==> config.mk <==
export PLATFORM = sky130hd
export DESIGN_NAME = dice_result_stabilizer
export DESIGN_NICKNAME = d
export VERILOG_FILES = /design/src/rtl/dice_result_stabilizer.sv
export SDC_FILE = /design/constraint.sdc
export NUM_CORES = 1
export LEC_CHECK = 0
export BUFFER_PORTS_ARGS = -buffer_cell sky130_fd_sc_hd__buf_2
export CORE_MARGIN = 4
export CORE_UTILIZATION = 56
export CTS_CLUSTER_DIAMETER = 30
export DETAILED_ROUTE_END_ITERATION = 16
export HOLD_SLACK_MARGIN = 0.03
export PLACE_DENSITY = 0.75
export SYNTH_ARGS = -nofsm -noshare
export SYNTH_HDL_FRONTEND = slang
export SYNTH_SLANG_ARGS = --single-unit
==> constraint.sdc <==
create_clock -name clk -period 1.9 [get_ports clk]
set_input_delay 0.19 -clock clk [delete_from_list [all_inputs] [get_ports clk]]
set_output_delay 0.19 -clock clk [all_outputs]
set_load 0.01 [all_outputs]
==> src/rtl/dice_result_stabilizer.sv <==
// Qualifies per-frame dice detections into a single dice_valid pulse per physical roll.
// A value must repeat over consecutive frames; re-arming needs the die to be absent for a while.
module dice_result_stabilizer #(
    parameter int STABLE_FRAMES = 4,
    parameter int MISS_TOL      = 1,
    parameter int REARM_FRAMES  = 3
) (
    input  logic       clk,
    input  logic       reset,
    input  logic       enable,
    input  logic       frame_done,
    input  logic       det_valid,
    input  logic [1:0] det_value,
    output logic       dice_valid,
    output logic [1:0] dice_value,
    output logic [1:0] state,
    output logic [3:0] stable_cnt
);

    localparam logic [1:0] ARMED  = 2'b00;
    localparam logic [1:0] TRACK  = 2'b01;
    localparam logic [1:0] LOCKED = 2'b10;

    localparam logic [3:0] STABLE_N = 4'(STABLE_FRAMES);
    localparam logic [2:0] MISS_N   = 3'(MISS_TOL);
    localparam logic [3:0] REARM_N  = 4'(REARM_FRAMES);

    logic [1:0] cand;
    logic [2:0] miss_cnt;
    logic [3:0] clr_cnt;
    logic [3:0] stable_nxt;
    logic [3:0] clr_nxt;
    logic       frame;
    logic       accept;

    assign stable_nxt = stable_cnt + 4'd1;
    assign clr_nxt    = clr_cnt + 4'd1;
    assign frame      = enable & frame_done;

    // A single-frame threshold accepts straight from ARMED; otherwise only a matching TRACK frame can.
    assign accept = frame & det_valid &
                    (((state == ARMED) && (STABLE_N == 4'd1)) ||
                     ((state == TRACK) && (det_value == cand) && (stable_nxt == STABLE_N)));

    always_ff @(posedge clk or negedge reset) begin
        if (!reset) begin
            state      <= ARMED;
            cand       <= 2'd0;
            stable_cnt <= 4'd0;
            miss_cnt   <= 3'd0;
            clr_cnt    <= 4'd0;
            dice_valid <= 1'b0;
            dice_value <= 2'd0;
        end else begin
            dice_valid <= 1'b0;
            if (!enable) begin
                state      <= ARMED;
                stable_cnt <= 4'd0;
                miss_cnt   <= 3'd0;
                clr_cnt    <= 4'd0;
            end else if (accept) begin
                dice_valid <= 1'b1;
                dice_value <= det_value;
                cand       <= det_value;
                state      <= LOCKED;
                stable_cnt <= 4'd0;
                miss_cnt   <= 3'd0;
                clr_cnt    <= 4'd0;
            end else if (frame) begin
                case (state)
                    ARMED: begin
                        if (det_valid) begin
                            cand       <= det_value;
                            stable_cnt <= 4'd1;
                            miss_cnt   <= 3'd0;
                            state      <= TRACK;
                        end
                    end
                    TRACK: begin
                        if (det_valid && det_value == cand) begin
                            stable_cnt <= stable_nxt;
                            miss_cnt   <= 3'd0;
                        end else if (det_valid) begin
                            cand       <= det_value;
                            stable_cnt <= 4'd1;
                            miss_cnt   <= 3'd0;
                        end else if (miss_cnt < MISS_N) begin
                            miss_cnt <= miss_cnt + 3'd1;
                        end else begin
                            state      <= ARMED;
                            stable_cnt <= 4'd0;
                            miss_cnt   <= 3'd0;
                        end
                    end
                    LOCKED: begin
                        // Any sighting restarts the absence count, so a die left in view never re-fires.
                        if (det_valid) begin
                            clr_cnt <= 4'd0;
                        end else if (clr_nxt == REARM_N) begin
                            state   <= ARMED;
                            clr_cnt <= 4'd0;
                        end else begin
                            clr_cnt <= clr_nxt;
                        end
                    end
                    default: begin
                        state      <= ARMED;
                        stable_cnt <= 4'd0;
                        miss_cnt   <= 3'd0;
                        clr_cnt    <= 4'd0;
                    end
                endcase
            end
        end
    end

endmodule

* Word-level counts from Yosys, hierarchy flattened
Index checks and enable logic that the tools add are counted.
Word-level totals: logic and storage cells 82, flip-flop bits (word level) 18, output and inout port bits 9, bits of input ports 7
Cells by class: eq/ne operators 16, add/subtract/negate cells 3, multiplexer cells 39, $lt $le $gt $ge 1, reductions and logical operators 13, bitwise gates (word level) 3
Operator list (count):
- 2-to-1 mux 4 bit | 12
- 2-to-1 mux 2 bit | 13
- inequality test 4 bit (second input constant) | 6
- 2-to-1 mux 3 bit | 7
- one-hot mux 4 bit (3 select lines) | 1
- one-hot mux 3 bit (3 select lines) | 1
- adder 4 x 1 -> 4 bit (second input constant) | 2
- one-hot mux 4 bit (2 select lines) | 1
- AND reduction 4 bit | 2
- AND reduction 7 bit | 1
- inequality test 3 bit (second input constant) | 2
- inequality test 6 bit (second input constant) | 1
- one-hot mux 2 bit (3 select lines) | 1
- == test 4 x 2 -> 1 bit (second input constant) | 1
- == test 4 x 3 -> 1 bit (second input constant) | 1
- one-hot mux 2 bit (2 select lines) | 1
- AND reduction 2 bit | 2
- adder 3 x 1 -> 3 bit (second input constant) | 1
- bitwise AND 1 bit | 3
- logical AND 1 bit | 3
- < comparator 3 x 1 -> 1 bit (second input constant) | 1
- inequality test 3 x 1 -> 1 bit (second input constant) | 1
- inequality test 3 x 2 -> 1 bit (second input constant) | 1
- AND reduction 3 bit | 1
- 8 further kinds | 9

* Depth between registers and ports, before layout
word-level depth 8, mapped depth 5, depth with buffers taken out 5

* Worst setup path before layout
Ideal clock, no wire load.
kind flip-flop to flip-flop, from reg stable_cnt[0], to reg dice_value[0], stages on the path, launching flop included 6, setup time 128 ps, required time 1772 ps, period minus slack after synthesis 1671 ps, buffers on the path 0, path slack 229 ps, data arrival time 1543 ps, cell sequence dfrtp_1 -> ha_1 -> xnor2_1 -> a211oi_4 -> nand4_2 -> mux2_1
On the way: cells in the longest elaborated chain, start to end 5
Ends and longest elaborated chain:
- start, declared | line 17 | output logic [3:0] stable_cnt
- start signal, assigned | line 81 | stable_cnt <= stable_nxt;
- adder 4 x 1 -> 4 bit | line 36 | assign stable_nxt = stable_cnt + 4'd1;
- == test 4 x 3 -> 1 bit | line 43 | ((state == TRACK) && (det_value == cand) && (stable_nxt == STABLE_N)));
- logical AND 1 bit | line 43
- bitwise AND 1 bit | line 41 | assign accept = frame & det_valid &
- AND reduction 2 bit (no source line)
- end signal, assigned | line 63 | dice_value <= det_value;
- end, declared | line 15 | output logic [1:0] dice_value,
Every way passes these cells. A chain may end at the register's enable or synchronous reset.

* Final worst setup path
Ends and elaborated chain as after synthesis.

==> summary.txt <==
Power
  • Sw Ratio: 25.5%
  • Total power: 0.727 mW
  • VDD IR max: 0.000575 V
  • Power share of the combinational group: 12.5%
  • PD cells: 548 mW/mm2
  • Sw power: 0.186 mW
  • Static Leak: 0.644 nW
  • Clk pwr share: 32.4%
  • Part of the power in registers: 55.1%
  • Internal cell power: 0.541 mW

Die
  • DIE AREA: 0.00285 mm2
  • Total core area: 0.00196 mm2
  • I/O pins: 16
  • Die height: 53.4 um
  • Die X: 53.4 um
  • Rows: 16
  • Effective utilization at floorplan: 58.7%

STA
  • Setup WS post-layout: 0.119 ns
  • Setup tns final: 0 ns
  • Clock Skews: 0.00831 ns
  • RSZ-0062 raised after global routing: true
  • Worst-Margin Slew: 0.448 ns
  • Final hold slack: 0.113 ns
  • Setup violators final: 0
  • Fmax: 561 MHz
  • Final Max Tran Viols: 0
  • Fin. Hold Viols: 0
  • Slew margin rel.: 69.8%
  • Fin crit share: 93.8%
  • Tmin final: 1.78 ns

Hold path
  • Min-Delay Path Class: in2reg

Critical path
  • CP arrival: 1.96 ns
  • CP Launch Type: register
  • Bufs and invs on worst path: 0
  • Worst setup path class: reg2reg
  • Critical path data required time: 2.08 ns
  • Slowest cell on the critical path: dfrtp_2
  • Crit-path leading delay family: flip-flops
  • CP cell instances: ha_1, xnor2_1, a211oi_4, nand4_2, mux2_1
  • Worst stage delay on the critical path: 0.44 ns
  • Worst Setup End Kind: register
  • CP max FO: 4

Cells and area
  • N_diodes: 0
  • Nets: 158
  • Final core utilization: 67.6%
  • Fillers: 186
  • Final instance area: 0.00133 mm2
  • Fin cells: 172
  • Multi-input gate area: 651 um2
  • Layout cells sized above 1: 24.8%
  • Reg area: 453 um2
  • Area grow syn2layout: 15.1%

Synth
  • Number of synthesized register bits: 18
  • Post-synth top cells: 19 x nand2_1, 18 x dfrtp_1, 10 x inv_1
  • Yosys warns: 0
  • Mapped Cells: 125
  • Synthesized area per cell: 9.22 um2
  • Synth top area share: 39.1%
  • Asr flop ratio synth: 100%
  • Post-synth EDFFs: 0
  • Post-Syn Nets: 137
  • Register area share after synthesis: 39.1%
  • Distinct cells, synth: 42
  • Top-count cell post-synth: nand2_1
  • Post-Syn Area: 0.00115 mm2
  • Top cells by area, synth: dfrtp_1 39%, nand2_1 6.2%, ha_1 5.4%, inv_1 3.3%, o21ai_0 3.0%
  • Ys flop type: dfrtp_1
  • Yosys top cell by area: dfrtp_1

Global route
  • Total track usage: 19.7%
  • Largest net degree at the start of global routing: 19
  • Overflow after GRT: 0
  • Initial antenna violation count: 0
  • Vias in the first global route: 946
  • First-pass GRT wire length: 4100 um

Route
  • Detail Route Antenna Nets: 0
  • Via density: 5.91
  • DRC: 0
  • Top sig layer: met4
  • DRT iter0 DRCs: 27
  • WL/cell: 14.7 um
  • Met1 Routed Length: 1140 um
  • Detailed Routing Iterations Pass 1: 4
  • Routed wl met3: 88 um
  • Met2 routed WL: 1260 um
  • Detailed Route WL: 2530 um
  • Via Count: 1017

Clocking
  • Clock sinks: 18
  • Root Driver: clkbuf_4
  • CTS tree: done
  • Num CTS Buffers: 3
  • Clock latency on the worst-skew pair: 0.30 ns
  • Clock Tree Buf Depth: 2
  • Clock-pin slew on the worst setup and hold paths: 0.10 ns
  • CTS H-tree lvls: 1

Placement
  • Dpl cells: 164
  • Placed Area: 0.00125 mm2
  • Placed wire-length estimate: 1840 um
  • Post-place setup slack: 0.148 ns
  • Count of input and output buffers: 15
  • GPL Wtd Cong: 0.952

Run status
  • Status: finished, final reports clean

Flow run
  • # Max-Cap Violations: 0
placed cells by master (no fill, tap or decap), types with 3 or more instances in the layout:
master	count
o21ai_0	7
buf_4	4
ha_1	5
clkbuf_4	3
nand2_1	19
nand3b_1	3
nand3_1	5
inv_1	10
dfrtp_1	16
nor2_1	7
nand2b_1	3
a21oi_1	4
mux2i_1	3
buf_2	15
flip-flops by register name (all words and copies together), names as in the netlist:
signal	count
clr_cnt	4
stable_cnt	4
miss_cnt	3
cand	2
dice_value	2
state	2
dice_valid	1
kinds of logic after synthesis:
logic type / count (synthesis) / share of synthesized area [%]
buffers and inverters: 14 / 4.99
muxes: 6 / 5.54
AOI/OAI and AO/OA: 28 / 18.1
xor gates and xnor gates: 4 / 3.04
DFF: 18 / 39.1
and+or+nand+nor: 50 / 23.8
adders and majority gates: 5 / 5.43
power groups by stage:
stage	registers (mW)	clock network, mW	logic (mW)
after floorplan	0.408	0	0.0515
after global placement	0.408	0	0.0822
after detailed placement	0.409	0	0.0825
after CTS	0.401	0.241	0.0847
after global routing	0.402	0.256	0.0999
final	0.400	0.236	0.0907
per-layer routing:
metal | up-vias | GRT usage, %
met1 | 499 | 24.4
li1 | 487 | -
met3 | 4 | 3.38
met2 | 27 | 34.7
met5 | - | 0
met4 | 0 | 5.53
area by class of cell:
cell class | instances | area share (%)
multi-input cells | 93 | 49.1
flip-flops and latches | 18 | 34.2
repair buffers | 20 | 8.68
inverters | 10 | 2.83
clock buffers | 4 | 2.74
well taps | 27 | 2.55
path summary, 6_finish.rpt:
| check | from | end | slack [ns] | cells after the start |
|---|---|---|---|---|
| setup / recovery | stable_cnt[0] | dice_value[0] | 0.12 | 5 |
| hold / removal | det_value[1] | cand[1] | 0.11 | 3 |
| setup reg to reg | stable_cnt[0] | dice_value[0] | 0.12 | 5 |
| hold reg to reg | dice_value[1] | dice_value[1] | 0.50 | 1 |
| max in group asynchronous | reset | stable_cnt[0] | 1.22 | 2 |
| min in group asynchronous | reset | miss_cnt[1] | 0.36 | 2 |
worst register-to-register path, cell delays in order (launching register included):
cell,delay [ns]
dfrtp_2,0.44
ha_1,0.23
xnor2_1,0.16
a211oi_4,0.32
nand4_2,0.17
mux2_1,0.35
what timing repair did:
item,4_1_cts,5_1_grt
hold endpoints to repair,18,0
hold buffers,1,0
setup buffers,0,3
setup endpoints to repair,0,4
resized for setup,0,3
Power figures use the tool's default switching activity.
